$ cat config.mk
export PLATFORM = sky130hd
export DESIGN_NAME = uart_snd_feeder
export DESIGN_NICKNAME = d
export VERILOG_FILES = /design/src/rtl/uart_snd_feeder.sv
export SDC_FILE = /design/constraint.sdc
export NUM_CORES = 1
export LEC_CHECK = 0
export CAP_MARGIN = 0
export CORE_MARGIN = 4
export CORE_UTILIZATION = 59
export CTS_CLUSTER_DIAMETER = 120
export DETAILED_ROUTE_END_ITERATION = 8
export PLACE_DENSITY_LB_ADDON = 0.25
export SYNTH_ARGS = -nofsm -noshare
export SYNTH_HDL_FRONTEND = slang
export SYNTH_SLANG_ARGS = --single-unit
$ cat constraint.sdc
create_clock -name clk -period 4.2 [get_ports clk]
set_input_delay 0.84 -clock clk [delete_from_list [all_inputs] [get_ports clk]]
set_output_delay 0.84 -clock clk [all_outputs]
set_load 0.01 [all_outputs]
$ cat src/rtl/uart_snd_feeder.sv
// Transmit-side byte FIFO feeding a UART sender through its en/data/can_snd handshake.
// tx_data is held for the whole frame and changes only on a load while the sender is idle.
module uart_snd_feeder #(
    parameter int unsigned DEPTH_BITS = 4
) (
    input  logic                  clk,
    input  logic                  rst,
    input  logic                  wr_en,
    input  logic [7:0]            wr_data,
    input  logic                  clr_ovf,
    input  logic                  can_snd,
    output logic                  tx_en,
    output logic [7:0]            tx_data,
    output logic                  full,
    output logic                  empty,
    output logic [DEPTH_BITS:0]   level,
    output logic                  overflow,
    output logic                  busy
);

    localparam int unsigned DEPTH = 2 ** DEPTH_BITS;
    localparam int unsigned PW    = DEPTH_BITS + 1;

    typedef enum logic [1:0] {StIdle, StOffer, StBusy} state_e;

    state_e            state_q, state_d;
    logic [7:0]        mem [DEPTH];
    logic [PW-1:0]     wr_ptr_q, wr_ptr_d;
    logic [PW-1:0]     rd_ptr_q, rd_ptr_d;
    logic [PW-1:0]     level_q, level_d;
    logic              full_q, full_d;
    logic              empty_q, empty_d;
    logic              overflow_q, overflow_d;
    logic              tx_en_q, tx_en_d;
    logic [7:0]        tx_data_q, tx_data_d;
    logic              push;
    logic              load;

    // Handshake FSM; load pops the head byte and raises tx_en in the same edge.
    always_comb begin
        state_d   = state_q;
        tx_en_d   = tx_en_q;
        tx_data_d = tx_data_q;
        load      = 1'b0;
        case (state_q)
            StIdle: begin
                tx_en_d = 1'b0;
                if (can_snd && !empty_q) begin
                    load = 1'b1;
                end
            end
            StOffer: begin
                if (!can_snd) begin
                    tx_en_d = 1'b0;
                    state_d = StBusy;
                end
            end
            StBusy: begin
                tx_en_d = 1'b0;
                if (can_snd) begin
                    if (!empty_q) begin
                        load = 1'b1;
                    end else begin
                        state_d = StIdle;
                    end
                end
            end
            default: begin
                tx_en_d = 1'b0;
                state_d = StIdle;
            end
        endcase
        if (load) begin
            tx_data_d = mem[rd_ptr_q[DEPTH_BITS-1:0]];
            tx_en_d   = 1'b1;
            state_d   = StOffer;
        end
    end

    // Full is the registered value, so a same-cycle pop never frees room for a write.
    always_comb begin
        push       = wr_en && !full_q;
        overflow_d = (overflow_q && !clr_ovf) || (wr_en && full_q);
        wr_ptr_d   = wr_ptr_q + PW'(push);
        rd_ptr_d   = rd_ptr_q + PW'(load);
        level_d    = wr_ptr_d - rd_ptr_d;
        full_d     = (level_d == PW'(DEPTH));
        empty_d    = (level_d == '0);
    end

    always_ff @(posedge clk) begin
        if (rst) begin
            state_q    <= StIdle;
            wr_ptr_q   <= '0;
            rd_ptr_q   <= '0;
            level_q    <= '0;
            full_q     <= 1'b0;
            empty_q    <= 1'b1;
            overflow_q <= 1'b0;
            tx_en_q    <= 1'b0;
            tx_data_q  <= 8'h00;
        end else begin
            state_q    <= state_d;
            wr_ptr_q   <= wr_ptr_d;
            rd_ptr_q   <= rd_ptr_d;
            level_q    <= level_d;
            full_q     <= full_d;
            empty_q    <= empty_d;
            overflow_q <= overflow_d;
            tx_en_q    <= tx_en_d;
            tx_data_q  <= tx_data_d;
        end
    end

    always_ff @(posedge clk) begin
        if (!rst && push) begin
            mem[wr_ptr_q[DEPTH_BITS-1:0]] <= wr_data;
        end
    end

    assign tx_en    = tx_en_q;
    assign tx_data  = tx_data_q;
    assign full     = full_q;
    assign empty    = empty_q;
    assign level    = level_q;
    assign overflow = overflow_q;
    assign busy     = (state_q != StIdle);

endmodule

==> impl_results.md, run 1 <==
* First-pass GRT wire length at ~18000 µm
* Share of the synthesized area in the top cell type at a little over three fifths
* Post CTS Setup Buffer Count at 0
* Design Area, Final at roughly 7100 µm²
* Worst path arrival time at 3.58 ns
* Syn_nets at between 300 and 400
* Worst-path clk slew at about 0.070 ns
* Post-cts gate resize count at 0
* Layout cell share with drive strength beyond 1 at 19.4%
* Setup CP Type: input pin to flop
* Post-Syn Area at between 6000 and 7000 µm²
* Skew-Pair Late Insertion Delay at between 0.5 and 0.6 ns
* # setup viols final at 0
* Max Freq at approximately 320 MHz
* Syn avg cell area at between 15 and 20 µm²
* Slew Viols, Final at 0
* VDD IR-drop max at between 0.3 and 0.4 mV
* Top cells by area, synth: edfxtp_1 (63%), mux4_2 (12%), dfxtp_1 (9.6%)
* CTS Hold Buffers Added at 0
* FF-to-FF Start: state_q[0]
* Wire per inst at between 20 and 25 µm
* Flop-to-flop setup slack at ~1.5 ns
* Crit path time final at about 3.2 ns
* I/O Buffers at 30
* Placed cell count at 492
* Tot GR Track Use at 21.5%
* Max Root-Sink Buffers at 2
* Sink Count at roughly 160
* Post-DP Area at roughly 6500 µm²
* WL final at 11500 µm
* Startpoint types: input pin
* Initial antenna violation count at 0
* R2r endpoint: empty
* Fin Setup TNS at 0 ns
* Sequential cell area fraction in the yosys report at 72.9%
* Worst EP required at about 4.6 ns
* Grt ovf at 0
* Pwr dens at ~520 nW/µm²
* Die width at ~110 µm
* Final number of hold-violating endpoints at 0
* Reg2Reg Depth at 10
* Max-Cap Viols at 0
* Vias in the first global route at 3275
* Worst Hold End: tx_en
* Initial Utilization at 61.3%
* Synth-to-Final Area Change at 16.9%
* Final ANT Viol Nets at 0
* Layout Skew at ~0.014 ns
* Vias at 3149
* Drt drc at 0
* Top_reg_cell synth: edfxtp_1
* H-tree levels at 4
* Total CTS buffers at 17
* Share of synthesized registers carrying an async set or reset at 0%
* Ys Warns at 0
* CTS tree: built
* Yosys reg bits at ~160
* Inserted Diodes at 0
* Max Fanout on Critical Path at 3
* Worst-margin pin slew at 0.902 ns
* Vias per inst at 6.01
* Pin count of the biggest net entering global routing at 35
* Cell with the most instances after synthesis: edfxtp_1
* HPWL Detailed at 7130 µm
* Cells after synthesis at 339
* Relative slew slack at between 30% and 40%
* Final worst path period share at roughly 76%
* Final std cells w/o fill at 524
* Top cells by count, synth: edfxtp_1 (128), nor2_1 (33), mux4_2 (32)
* Hold Crit Class: flop to flop
* DIE AREA at 12000 µm²
* Routability cong. at approximately 0.79
* Core Area at between 9000 and 10000 µm²
* Count of flip-flops with a built-in enable after synthesis at approximately 130
* CP Capture Type: flop
* # rows at 36
* Nets at 400
* Final Total Pwr at about 3700 µW
* Leak Pwr at around 0.0023 µW
* CTS Root Buffer Type: clkbuf_8
* Post-synth top area cell: edfxtp_1
* HP Start: tx_en
* Drt pass-1 iters at 4
* Outcome: complete, no violations
* IO Pins at 31
* Iteration-0 DRC Markers at roughly 310
* WHS Path Cells at 1
* Die Span Y at between 100 and 150 µm
* Synth unique cells at 35
* Final core occ at between 70 and 80%
* RSZ-0062 raised after global routing: no
## how the worst max path moves through the flow
stage          startpoint  endpoint  slack (ns)  cells past startpoint
4_1_cts           can_snd     empty        1.06                     11
5_1_grt           can_snd     empty        0.92                     11
2_1_floorplan     can_snd     empty        0.83                     12
3_5_place_dp      can_snd     empty        0.51                     11
6_report          can_snd     empty        1.03                     11
3_3_place_gp      can_snd     empty        0.60                     11
## cell families after synthesis
| family | count (synthesis) | share of synthesized area (%) |
|---|---|---|
| DFF | 157 | 72.9 |
| xor gates and xnor gates | 10 | 1.79 |
| buffers and inverters | 24 | 1.92 |
| and+or+nand+nor | 68 | 5.44 |
| muxes | 33 | 12.0 |
| adders and majority gates | 9 | 1.98 |
| AOI/OAI and AO/OA | 38 | 3.96 |
## through the flow
step	setup slack (ns)	hold slack [ns]
2_1_floorplan	0.832	0.473
3_3_place_gp	0.597	0.459
3_5_place_dp	0.513	0.459
4_1_cts	1.06	0.476
5_1_grt	0.920	0.501
6_report	1.03	0.470
## layout make-up
type / instances / area, µm²
Multi-Input combinational cell: 158 / 1530
Sequential cell: 157 / 4430
Inverter: 6 / 22.5
Clock inverter: 14 / 173
Fill cell: 612 / 2810
Clock buffer: 18 / 418
Timing Repair Buffer: 38 / 360
Tap cell: 133 / 166
## state kept, by name, indices dropped and copies added (netlist names)
| register | count |
|---|---|
| empty | 1 |
| full | 1 |
| level | 5 |
| mem | 128 |
| overflow | 1 |
| rd_ptr_q | 5 |
| state_q | 2 |
| tx_data | 8 |
| tx_en | 1 |
| wr_ptr_q | 5 |
## power by group
| part | leakage [µW] | switching [µW] | internal [µW] |
|---|---|---|---|
| Sequential | 0.00139 | 23.5 | 1740 |
| Clock | 0.000285 | 684 | 773 |
| Combinational | 0.000670 | 250 | 259 |
| Total | 0.00235 | 957 | 2770 |
## per-layer routing
metal,vias to the layer above,routed length (µm),track usage (%)
met1,1603,4650,28.8
met5,-,0,0
li1,1410,-,-
met3,12,837,5.28
met2,124,5840,35.2
met4,0,157,6.77
## layout by cell type (no fill, tap or decap), types with 3 or more instances in the layout
| cell type | instances |
|---|---|
| a21oi_1 | 18 |
| clkdlybuf4s50_1 | 30 |
| dfxtp_1 | 28 |
| inv_6 | 4 |
| buf_4 | 8 |
| mux4_2 | 32 |
| nor3_1 | 5 |
| and2_1 | 4 |
| ha_1 | 8 |
| xnor2_1 | 4 |
| nor2b_1 | 5 |
| xor2_1 | 4 |
| a22oi_1 | 16 |
| nand3_1 | 3 |
| nor2_1 | 33 |
| clkinv_8 | 6 |
| edfxtp_1 | 128 |
| clkbuf_16 | 16 |
| nand2b_1 | 6 |
| inv_1 | 6 |
| nand2_1 | 5 |
## worst max-delay path: stages
cell and delay (ns):
clkdlybuf4s50_1 0.49, or3b_2 0.46, inv_1 0.09, ha_1 0.16
ha_1 0.19, xnor2_1 0.18, ha_1 0.31, a21o_1 0.17
a21oi_1 0.15, xnor3_1 0.28, a41o_1 0.25
Power figures use the tool's default switching activity.
==> run 2: changes to the inputs <==
- clock period: 4.2 -> 3.3 ns (I/O delays scaled with it)
==> impl_results.md, run 2 (same netlist as run 1, synthesis figures left out) <==
* WL final at around 12000 µm
* I/O Buffers at 30
* VDD IR-drop max at roughly 0.70 mV
* Core Area at slightly below 10000 µm²
* Drt pass-1 iters at 4
* Crit path time final at approximately 3.0 ns
* Initial antenna violation count at 0
* Beginning of the critical path: can_snd
* Drt drc at 0
* Clock power share at around two fifths
* Worst-margin pin slew at 0.719 ns
* P_int at between 3000 and 4000 µW
* Crit path buffers/inverters at 2
* CP cell instances: clkdlybuf4s50_1, or3b_2, inv_1, ha_1, ha_1, xnor2_1, ha_1, a21o_1, a21oi_1, xnor3_1, a41o_1
* Reg power frac at roughly 46%
* Synth-to-Final Area Change at 19.7%
* Final worst path period share at between 80% and 90%
* Post-cts gate resize count at 0
* Vias per inst at between 5 and 6
* Routability cong. at about 0.81
* Final std cells w/o fill at ~540
* Max Fanout on Critical Path at 3
* Setup CP Type: input pin to flop
* Vias in the first global route at 3301
* CP Capture Type: flop
* CP top delay family: adder cells
* Switching Share at approximately 22%
* # setup viols final at 0
* Grt ovf at 0
* Leak Pwr at approximately 0.0025 µW
* Total CTS buffers at 17
* # rows at 36
* Relative slew slack at ~52%
* Max-Cap Viols at 0
* Final ANT Viol Nets at 0
* Commonest non-fill, non-tap cell in the layout: edfxtp_1
* Outcome: complete, no violations
* CTS Hold Buffers Added at 0
* Switching power at between 1000 and 1500 µW
* Nets at between 400 and 500
* Placed cell count at approximately 510
* Die Span Y at around 110 µm
* Vias at between 3000 and 4000
* Pwr dens at slightly below 700 nW/µm²
* CP max stage cell: clkdlybuf4s50_1
* Tot GR Track Use at between 20% and 30%
* First-pass GRT wire length at roughly 19000 µm
* Worst path arrival time at 3.38 ns
* HPWL Detailed at 7430 µm
* Post-DP Area at about 6600 µm²
* H-tree levels at 4
* Most used cell, CP: ha_1
* Final core occ at 73.3%
* FF-to-FF Start: state_q[0]
* Comb pwr share at between 10% and 20%
* DIE AREA at ~12000 µm²
* Largest register FFs at 128
* CTS tree: built
* Skew-Pair Late Insertion Delay at approximately 0.53 ns
* IO Pins at 31
* Max Root-Sink Buffers at 2
* Die width at approximately 110 µm
* Commonest non-fill, non-tap cells in the layout: edfxtp_1 (128), nor2_1 (33), mux4_2 (32)
* Layout Skew at between 0.008 and 0.009 ns
* Worst EP required at 3.73 ns
* RSZ-0062 raised after global routing: no
* Post CTS Setup Buffer Count at 0
* Inserted Diodes at 0
* Hold Crit Class: flop to flop
* Worst-path clk slew at around 0.060 ns
* Iteration-0 DRC Markers at just under 300
* Fin Hold WS at 0.470 ns
* Slew Viols, Final at 0
* Sink Count at ~160
* Wire per inst at 22.6 µm
* Final number of hold-violating endpoints at 0
* Initial Utilization at 61.3%
* HP Start: tx_en
* CTS Root Buffer Type: clkbuf_8
* CP peak stage delay at about 0.5 ns
* Max Freq at between 300 and 400 MHz
* Startpoint types: input pin
* Final Total Pwr at 4940 µW
* Design Area, Final at 7260 µm²
* Pin count of the biggest net entering global routing at 33
* Layout cell share with drive strength beyond 1 at between 20% and 30%
==> run 2: final timing paths <==
path / endpoint / slack, ns / cells after the start
worst max-delay path: empty / 0.35 / 11
worst max register to register: empty / 0.61 / 10
worst min-delay path: tx_en / 0.47 / 1
worst min register to register: tx_en / 0.47 / 1
==> run 2: layer usage <==
layer,track usage (%),share of wire [%]
met1,29.0,39
met2,37.3,51
met3,6.34,8.1
met4,9.53,1.9
met5,0,0
==> run 2: worst reg2reg max path: stages (launching register included) <==
cell	delay, ns
dfxtp_1	0.34
or3b_2	0.48
inv_1	0.09
ha_1	0.17
ha_1	0.20
xnor2_1	0.16
ha_1	0.29
a21o_1	0.17
a21oi_1	0.17
xnor3_1	0.27
a41o_1	0.24
==> run 2: through the flow <==
stage,setup slack (ns),setup TNS [ns]
final,0.348,0
after global routing,0.269,0
after CTS,0.350,0
after detailed placement,-0.186,-0.482
after global placement,-0.119,-0.256
after floorplan,0.112,0
==> run 2: area by class of cell <==
| cell class | count | area (µm²) |
|---|---|---|
| Sequential cell | 157 | 4430 |
| Fill cell | 601 | 2650 |
| Multi-Input combinational cell | 158 | 1530 |
| Timing Repair Buffer | 57 | 503 |
| Clock buffer | 18 | 418 |
| Clock inverter | 14 | 199 |
| Tap cell | 133 | 166 |
| Inverter | 6 | 22.5 |
==> run 2: power by group through the flow <==
stage	combinational (µW)	sequential (µW)	clock [µW]
global route	736	2250	2140
floorplan	412	2300	0
finish	676	2250	2020
global placement	653	2280	0
detailed placement	676	2290	0
CTS	688	2250	2040
